$ cat src/rtl/alu_arbiter_if.sv
`default_nettype none
// +----------------------------------------------------------------------+
// | alu_arbiter_if: command, shared-ALU and response bundle for arbiter  |
// | Revision: 1.0                                                        |
// +----------------------------------------------------------------------+
interface alu_arbiter_if #(
   parameter int WIDTH = 16,
   parameter int OPW   = 3
);
   logic             req0_valid;
   logic             req0_ready;
   logic [OPW-1:0]   req0_op;
   logic [WIDTH-1:0] req0_a;
   logic [WIDTH-1:0] req0_b;

   logic             req1_valid;
   logic             req1_ready;
   logic [OPW-1:0]   req1_op;
   logic [WIDTH-1:0] req1_a;
   logic [WIDTH-1:0] req1_b;

   logic [WIDTH-1:0] alu_in1;
   logic [WIDTH-1:0] alu_in2;
   logic [OPW-1:0]   alu_op;
   logic [WIDTH-1:0] alu_out;

   logic             rsp_valid;
   logic             rsp_id;
   logic [WIDTH-1:0] rsp_data;
   logic             rsp_ready;

   modport slave (
      input  req0_valid, req0_op, req0_a, req0_b,
      input  req1_valid, req1_op, req1_a, req1_b,
      input  alu_out, rsp_ready,
      output req0_ready, req1_ready,
      output alu_in1, alu_in2, alu_op,
      output rsp_valid, rsp_id, rsp_data
   );

   modport master (
      output req0_valid, req0_op, req0_a, req0_b,
      output req1_valid, req1_op, req1_a, req1_b,
      output alu_out, rsp_ready,
      input  req0_ready, req1_ready,
      input  alu_in1, alu_in2, alu_op,
      input  rsp_valid, rsp_id, rsp_data
   );
endinterface
`default_nettype wire

$ cat src/rtl/alu_arbiter.sv
`default_nettype none
// +----------------------------------------------------------------------+
// | alu_arbiter: round-robin sharing of one combinational ALU by two     |
// | requesters, with id-tagged valid/ready response                      |
// | Revision: 1.0                                                        |
// +----------------------------------------------------------------------+
module alu_arbiter #(
   parameter int WIDTH = 16,
   parameter int OPW   = 3
) (
   input  logic         clk,
   input  logic         rst,
   alu_arbiter_if.slave bus
);
   typedef enum logic [1:0] {
      S_IDLE = 2'd0,
      S_EXEC = 2'd1,
      S_RESP = 2'd2
   } state_t;

   state_t           r_state;
   state_t           w_state_nxt;
   logic             r_last;
   logic             r_id;
   logic [WIDTH-1:0] r_in1;
   logic [WIDTH-1:0] r_in2;
   logic [WIDTH-1:0] r_data;
   logic [OPW-1:0]   r_op;
   logic             w_gnt0;
   logic             w_gnt1;
   logic             w_accept;

   // Grants depend only on state, last and the valids; a grant implies valid.
   always_comb begin
      w_state_nxt = r_state;
      w_gnt0      = 1'b0;
      w_gnt1      = 1'b0;
      case (r_state)
         S_IDLE: begin
            w_gnt0 = bus.req0_valid && (!bus.req1_valid || r_last);
            w_gnt1 = bus.req1_valid && (!bus.req0_valid || !r_last);
            if (w_gnt0 || w_gnt1) begin
               w_state_nxt = S_EXEC;
            end
         end
         S_EXEC: begin
            w_state_nxt = S_RESP;
         end
         S_RESP: begin
            if (bus.rsp_ready) begin
               w_state_nxt = S_IDLE;
            end
         end
         default: begin
            w_state_nxt = S_IDLE;
         end
      endcase
   end

   assign w_accept = w_gnt0 | w_gnt1;

   always_ff @(posedge clk or posedge rst) begin
      if (rst) begin
         r_state <= S_IDLE;
         r_last  <= 1'b1;
         r_id    <= 1'b0;
         r_in1   <= '0;
         r_in2   <= '0;
         r_op    <= '0;
         r_data  <= '0;
      end else begin
         r_state <= w_state_nxt;
         if (w_accept) begin
            r_in1  <= w_gnt1 ? bus.req1_a  : bus.req0_a;
            r_in2  <= w_gnt1 ? bus.req1_b  : bus.req0_b;
            r_op   <= w_gnt1 ? bus.req1_op : bus.req0_op;
            r_id   <= w_gnt1;
            r_last <= w_gnt1;
         end
         // Operands have been stable for the whole EXEC cycle here.
         if (r_state == S_EXEC) begin
            r_data <= bus.alu_out;
         end
      end
   end

   assign bus.req0_ready = w_gnt0;
   assign bus.req1_ready = w_gnt1;
   assign bus.alu_in1    = r_in1;
   assign bus.alu_in2    = r_in2;
   assign bus.alu_op     = r_op;
   assign bus.rsp_valid  = (r_state == S_RESP);
   assign bus.rsp_id     = r_id;
   assign bus.rsp_data   = r_data;
endmodule
`default_nettype wire

$ cat src/flat_wrapper.sv
// flat-port wrapper written by rule: the top's interface ports become plain ports
module alu_arbiter_flat 
#(
   parameter int WIDTH = 16,
   parameter int OPW   = 3
)
  (clk, rst, bus_req0_valid, bus_req0_op, bus_req0_a, bus_req0_b, bus_req1_valid, bus_req1_op, bus_req1_a, bus_req1_b, bus_alu_out, bus_rsp_ready, bus_req0_ready, bus_req1_ready, bus_alu_in1, bus_alu_in2, bus_alu_op, bus_rsp_valid, bus_rsp_id, bus_rsp_data);
  alu_arbiter_if #(.WIDTH(WIDTH), .OPW(OPW)) bus_i ();
  input  logic clk;
  input  logic rst;
  input wire logic [$bits(bus_i.req0_valid)-1:0] bus_req0_valid;
  input wire logic [$bits(bus_i.req0_op)-1:0] bus_req0_op;
  input wire logic [$bits(bus_i.req0_a)-1:0] bus_req0_a;
  input wire logic [$bits(bus_i.req0_b)-1:0] bus_req0_b;
  input wire logic [$bits(bus_i.req1_valid)-1:0] bus_req1_valid;
  input wire logic [$bits(bus_i.req1_op)-1:0] bus_req1_op;
  input wire logic [$bits(bus_i.req1_a)-1:0] bus_req1_a;
  input wire logic [$bits(bus_i.req1_b)-1:0] bus_req1_b;
  input wire logic [$bits(bus_i.alu_out)-1:0] bus_alu_out;
  input wire logic [$bits(bus_i.rsp_ready)-1:0] bus_rsp_ready;
  output wire logic [$bits(bus_i.req0_ready)-1:0] bus_req0_ready;
  output wire logic [$bits(bus_i.req1_ready)-1:0] bus_req1_ready;
  output wire logic [$bits(bus_i.alu_in1)-1:0] bus_alu_in1;
  output wire logic [$bits(bus_i.alu_in2)-1:0] bus_alu_in2;
  output wire logic [$bits(bus_i.alu_op)-1:0] bus_alu_op;
  output wire logic [$bits(bus_i.rsp_valid)-1:0] bus_rsp_valid;
  output wire logic [$bits(bus_i.rsp_id)-1:0] bus_rsp_id;
  output wire logic [$bits(bus_i.rsp_data)-1:0] bus_rsp_data;
  assign bus_i.req0_valid = bus_req0_valid;
  assign bus_i.req0_op = bus_req0_op;
  assign bus_i.req0_a = bus_req0_a;
  assign bus_i.req0_b = bus_req0_b;
  assign bus_i.req1_valid = bus_req1_valid;
  assign bus_i.req1_op = bus_req1_op;
  assign bus_i.req1_a = bus_req1_a;
  assign bus_i.req1_b = bus_req1_b;
  assign bus_i.alu_out = bus_alu_out;
  assign bus_i.rsp_ready = bus_rsp_ready;
  assign bus_req0_ready = bus_i.req0_ready;
  assign bus_req1_ready = bus_i.req1_ready;
  assign bus_alu_in1 = bus_i.alu_in1;
  assign bus_alu_in2 = bus_i.alu_in2;
  assign bus_alu_op = bus_i.alu_op;
  assign bus_rsp_valid = bus_i.rsp_valid;
  assign bus_rsp_id = bus_i.rsp_id;
  assign bus_rsp_data = bus_i.rsp_data;
  alu_arbiter #(.WIDTH(WIDTH), .OPW(OPW)) u_core (.clk(clk), .rst(rst), .bus(bus_i));
endmodule
$ cat config.mk
export PLATFORM = sky130hd
export DESIGN_NAME = alu_arbiter_flat
export DESIGN_NICKNAME = d
export VERILOG_FILES = /design/src/rtl/alu_arbiter_if.sv /design/src/rtl/alu_arbiter.sv /design/src/flat_wrapper.sv
export SDC_FILE = /design/constraint.sdc
export NUM_CORES = 1
export LEC_CHECK = 0
export CORE_MARGIN = 1.5
export CORE_UTILIZATION = 68
export CTS_CLUSTER_DIAMETER = 60
export DETAILED_ROUTE_END_ITERATION = 10
export DONT_BUFFER_PORTS = 1
export PLACE_DENSITY = 0.88
export SYNTH_ARGS = -nofsm -noshare
export SYNTH_HDL_FRONTEND = slang
export SYNTH_SLANG_ARGS = --single-unit
$ cat constraint.sdc
create_clock -name clk -period 3.5 [get_ports clk]
set_input_delay 0.175 -clock clk [delete_from_list [all_inputs] [get_ports clk]]
set_output_delay 0.175 -clock clk [all_outputs]
set_load 0.02 [all_outputs]
=== After elaboration in Yosys (flattened, before gate mapping) ===
Index checks and enable logic that the tools add are counted.

* Flip-flop bits (word level): 55
* Bits of input ports: 91
* Output and inout port bits: 55
* Logic and storage cells: 30

* Equal/unequal tests: 4
* Mux-type cells: 8
* Bitwise logic cells: 1
* Reduce and logical (&&, ||, !) cells: 10

{| class="wikitable"
|+ Operators with widths
! kind !! number
|-
| $mux 16 || 2
|-
| $pmux 2 s3 || 1
|-
| $mux 2 || 2
|-
| $logic_not 1->1 || 3
|-
| $logic_or 1x1->1 || 3
|-
| $mux 3 || 1
|-
| $eq 2x1->1 const B || 1
|-
| $eq 2x2->1 const B || 1
|-
| $logic_and 1x1->1 || 2
|-
| $logic_not 2->1 || 1
|-
| $mux 1 || 2
|-
| $ne 2x1->1 const B || 1
|-
| $ne 2x2->1 const B || 1
|-
| $reduce_and 2->1 || 1
|-
| $or 1x1->1 || 1
|}

=== Logic depth before layout (Yosys ltp) ===
* Depth after elaboration: 6
* Gate-level depth with buffers: 5

=== Least setup slack after synthesis ===
No wires, ideal clock.

* Path kind: register to register
* Start: register u_core.r_state[1]
* End: register u_core.r_data[0], in the netlist u_core.bus.rsp_data[0]
* Setup time: 0.125 ns
* Arrival time: 1.171 ns
* Required time: 3.375 ns
* Slack: 2.204 ns
* Stages on the path, launching flop included: 5
* Path buffers: 2
* Period minus slack after synthesis: 1.296 ns
* Path through: dfrtp_1 > nand2b_1 > buf_6 > buf_6 > mux2_4

* Word-level cells in the longest chain between the ends: 1

{| class="wikitable"
|+ RTL lines
! element !! RTL line !! text
|-
| from (decl) || alu_arbiter.sv:21 || <nowiki>state_t r_state;</nowiki>
|-
| from (signal assigned) || alu_arbiter.sv:72 || <nowiki>r_state <= w_state_nxt;</nowiki>
|-
| $eq 2x1->1 || alu_arbiter.sv:81 || <nowiki>if (r_state == S_EXEC) begin</nowiki>
|-
| to (signal assigned) || alu_arbiter.sv:82 || <nowiki>r_data <= bus.alu_out;</nowiki>
|-
| to (decl) || alu_arbiter.sv:27 || <nowiki>logic [WIDTH-1:0] r_data;</nowiki>
|}

Every way passes these cells.
A chain may end at the register's enable or synchronous reset.

=== Worst setup path after layout ===
* Start: register u_core.r_last
* End: output port bus_req1_ready

* Word-level cells in the longest chain between the ends: 4

{| class="wikitable"
|+ RTL lines
! element !! RTL line !! text
|-
| from (decl) || alu_arbiter.sv:23 || <nowiki>logic r_last;</nowiki>
|-
| from (signal assigned) || alu_arbiter.sv:78 || <nowiki>r_last <= w_gnt1;</nowiki>
|-
| $logic_not 1->1 || alu_arbiter.sv:41 || <nowiki>w_gnt1 = bus.req1_valid && (!bus.req0_valid || !r_last);</nowiki>
|-
| $logic_or 1x1->1 || alu_arbiter.sv:41 ||
|-
| $logic_and 1x1->1 || alu_arbiter.sv:41 ||
|-
| $mux 1 || alu_arbiter.sv:38 || <nowiki>case (r_state)</nowiki>
|-
| to (decl) || flat_wrapper.sv:22 || <nowiki>output wire logic [$bits(bus_i.req1_ready)-1:0] bus_req1_ready;</nowiki>
|}

Every way passes these cells.

==> flow_metrics.env <==
export IMPL_cellInternalPower_uw=1570
export IMPL_routed_via_count=2084
export IMPL_finClkSkew_ps=7.17
export IMPL_yosysTopAreaCell="sky130_fd_sc_hd__dfrtp_1"
export IMPL_grt_usage=0.296
export IMPL_synth_distinct_cells=24
export IMPL_synth_compound_area_share=0.179
export IMPL_final_layout_size_suffix_gt1_frac=0.0950
export IMPL_yosys_mux_area_fraction=0.0751
export IMPL_synth_area_um2=2850
export IMPL_cts_tree="yes"
export IMPL_ys_seq_area_frac=0.484
export IMPL_timing_max_slew_rel_slack=0.237
export IMPL_worstSetupStartpointType="register"
export IMPL_placement_rows=23
export IMPL_synth_top_family_by_area="simple AND/OR/NAND/NOR gates"
export IMPL_layout_cells_most_common_list="sky130_fd_sc_hd__dfrtp_1, sky130_fd_sc_hd__o21ai_1, sky130_fd_sc_hd__and3_1, sky130_fd_sc_hd__o2111ai_1, sky130_fd_sc_hd__nand3b_1"
export IMPL_synth_largest_type_area_fraction=0.474
export IMPL_groute_layer_met3_usage=0.0817
export IMPL_grt_antenna_before_repair=0
export IMPL_p_switching_uw=1370
export IMPL_min_from="bus_alu_out[8]"
export IMPL_power_per_cell_area_nw_per_um2=1010
export IMPL_p_seq_frac=0.552
export IMPL_timing_setup_tns_ps=0
export IMPL_clock_insertion_delay_at_the_later_pin_of_the_skew_report_ps=310
export IMPL_clk_transition_reported_paths_ps=100
export IMPL_grt_pass1_wl_um=10100
export IMPL_period_share=0.791
export IMPL_comb_power_share=0.310
export IMPL_max_freq_ghz=0.361
export IMPL_ctsHtreeMaxLevel=2
export IMPL_run_status="completed"
export IMPL_dp_final_hpwl_um=4180
export IMPL_postCtsSetupBuffers=0
export IMPL_cp_end_kind="output port"
export IMPL_final_max_slew_viol_count=0
export IMPL_power_share_switching=0.465
export IMPL_pin_count_of_the_biggest_net_entering_global_routing=56
export IMPL_drt_antenna_violating_nets=0
export IMPL_power_leakage_uw=0.00131
export IMPL_timing_worst_setup_path_type="reg -> out"
export IMPL_cts_root_buffer_cell="sky130_fd_sc_hd__clkbuf_8"
export IMPL_worst_ep_arrival_time_ps=2590
export IMPL_period_needed_ps=2770
export IMPL_clkPwrFrac=0.138
export IMPL_postPlaceCellArea_um2=2750
export IMPL_io_buffer_count=0
export IMPL_synth_fa_ha_area_frac=0
export IMPL_rsz0062_at_grt="no"
export IMPL_core_um2=4000
export IMPL_first_iter_violations=221
export IMPL_setup_worst_path_start="u_core.r_last$_DFFE_PP1P_"
export IMPL_min_delay_path_depth=1
export IMPL_r2r_worst_path_cells=3
export IMPL_synthesis_area_per_instance_um2=11.0
export IMPL_worstPathMaxFanout=39
export IMPL_drcViolationCount=0
export IMPL_cts_buffers=5
export IMPL_detail_route_vias_per_cell=7.14
export IMPL_grt_most_used_layer="met2"
export IMPL_worst_hold_path_type="in -> reg"
export IMPL_hold_ws_ps=0.281
export IMPL_timing_worst_slew_pin_value_ps=1140
export IMPL_die_area_um2=4590
export IMPL_syn_instance_count=258
export IMPL_place_congestion=0.674
export IMPL_routed_wire_length_per_instance_um=22.8
export IMPL_power_total_uw=2940
export IMPL_ctsResizeCount=0
export IMPL_netlist_top_cells_area="sky130_fd_sc_hd__dfrtp_1, sky130_fd_sc_hd__o2111ai_1, sky130_fd_sc_hd__nand3b_1"
export IMPL_met2_usage=0.478
export IMPL_tritoncts_num_sinks=55
export IMPL_r2r_start="u_core.r_last$_DFFE_PP1P_"
export IMPL_pin_count=146
export IMPL_post_synth_xor_area_fraction=0
export IMPL_syn_to_final_growth_pct=1.84
export IMPL_met1_usage=0.387
export IMPL_grt_overflow_total=0
export IMPL_fillerInstances=284
export IMPL_cts_path_max_buffers=2
export IMPL_routed_wirelength_um=6660
export IMPL_power_ir_vdd_worst_uv=453
export IMPL_die_height_um=67.7
export IMPL_chipWidth_um=67.7
export IMPL_yosys_warnings=0
export IMPL_grt_pass1_vias=2006
export IMPL_design_area_um2=2900
export IMPL_worst_endpoint_required_ps=3320
export IMPL_antenna_cells=0
export IMPL_layout_cells_most_common="sky130_fd_sc_hd__dfrtp_1"
export IMPL_yosys_area_share_simple=0.195
export IMPL_num_nets_final=333
export IMPL_synth_ff_latch_count=55
export IMPL_hold_viol_final=0
export IMPL_setup_viol_count_final=0
export IMPL_dr_pass1_iters=4
export IMPL_start_util=0.712
export IMPL_drv_max_cap_violation_count=0
export IMPL_mappedNetlistNets=349
## logic make-up after synthesis
family / count (synthesis)
buffers and inverters: 33
AOI/OAI and AO/OA: 74
and+or+nand+nor: 80
DFF: 55
muxes: 16
## synthesized netlist by cell type
library cell                 n
sky130_fd_sc_hd__a31oi_1     1
sky130_fd_sc_hd__and2_4      1
sky130_fd_sc_hd__and3_1     35
sky130_fd_sc_hd__buf_1       1
sky130_fd_sc_hd__buf_2       7
sky130_fd_sc_hd__buf_6       8
sky130_fd_sc_hd__clkbuf_1   13
sky130_fd_sc_hd__dfrtp_1    54
sky130_fd_sc_hd__dfstp_2     1
sky130_fd_sc_hd__inv_1       3
sky130_fd_sc_hd__inv_2       1
sky130_fd_sc_hd__mux2_1      7
sky130_fd_sc_hd__mux2_4      9
sky130_fd_sc_hd__nand2_1     1
sky130_fd_sc_hd__nand2b_1    2
sky130_fd_sc_hd__nand3b_1   35
sky130_fd_sc_hd__nor2_1      3
sky130_fd_sc_hd__nor2_4      1
sky130_fd_sc_hd__nor3b_4     1
sky130_fd_sc_hd__o2111ai_1  35
sky130_fd_sc_hd__o211a_1     1
sky130_fd_sc_hd__o21ai_1    36
sky130_fd_sc_hd__o21bai_1    1
sky130_fd_sc_hd__or2_1       1
## power groups by stage
| stage | clock (uW) | combinational, uW | sequential [uW] |
|---|---|---|---|
| 2_1_floorplan | 0 | 906 | 1500 |
| 3_3_place_gp | 0 | 866 | 1620 |
| 3_5_place_dp | 0 | 912 | 1630 |
| 4_1_cts | 408 | 914 | 1630 |
| 5_1_grt | 432 | 1010 | 1670 |
| 6_report | 407 | 911 | 1620 |
## cell type report
| type | count | area, um^2 | share of cell area |
|---|---|---|---|
| multi-input cells | 170 | 1290 | 0.443 |
| clock buffers | 6 | 72.6 | 0.0250 |
| well taps | 50 | 62.6 | 0.0216 |
| inverters | 4 | 15.0 | 0.00517 |
| flip-flops and latches | 55 | 1380 | 0.475 |
| repair buffers | 6 | 57.6 | 0.0198 |
| clock inverters | 1 | 30.0 | 0.0103 |
## state kept, by name, indices dropped and copies added, names as in the netlist
name,cells
u_core.bus.alu_in1,16
u_core.r_last,1
u_core.bus.alu_in2,16
u_core.bus.alu_op,3
u_core.r_state,2
u_core.bus.rsp_data,16
u_core.bus.rsp_id,1
## final timing paths
path | to | slack, ps
max | bus_req1_ready | 730
min | u_core.bus.rsp_data[8]$_DFFE_PP0N_ | 0.3
max reg2reg | u_core.bus.alu_in2[13]$_DFFE_PP0P_ | 940
min reg2reg | u_core.bus.rsp_id$_DFFE_PP0P_ | 650
max in group asynchronous | u_core.bus.alu_op[1]$_DFFE_PP0P_ | 2810
min in group asynchronous | u_core.bus.rsp_data[8]$_DFFE_PP0N_ | 20
## stage by stage
step	utilization	cells	worst slack (ps)
after CTS	0.723	291	756
after floorplan	-	258	1980
after global placement	0.687	280	1030
after detailed placement	0.687	280	980
after global routing	0.725	292	588
final	0.725	292	732
## layer usage
metal	wire length, um	vias to the layer above
met2	3310	112
met1	2610	1013
met3	677	8
li1	-	951
met5	0	-
met4	61	0
## worst max-delay path, cell delays in order (launching register included)
cell,delay (ps)
sky130_fd_sc_hd__dfstp_2,1020
sky130_fd_sc_hd__nand2_1,800
sky130_fd_sc_hd__and2_4,470
## what timing repair did
item | 4_1_cts | 5_1_grt
hold buffers | 4 | 1
setup endpoints to repair | 0 | 0
endpoints found under the hold margin | 4 | 1
Note: power is estimated with default switching activity, not from simulation.
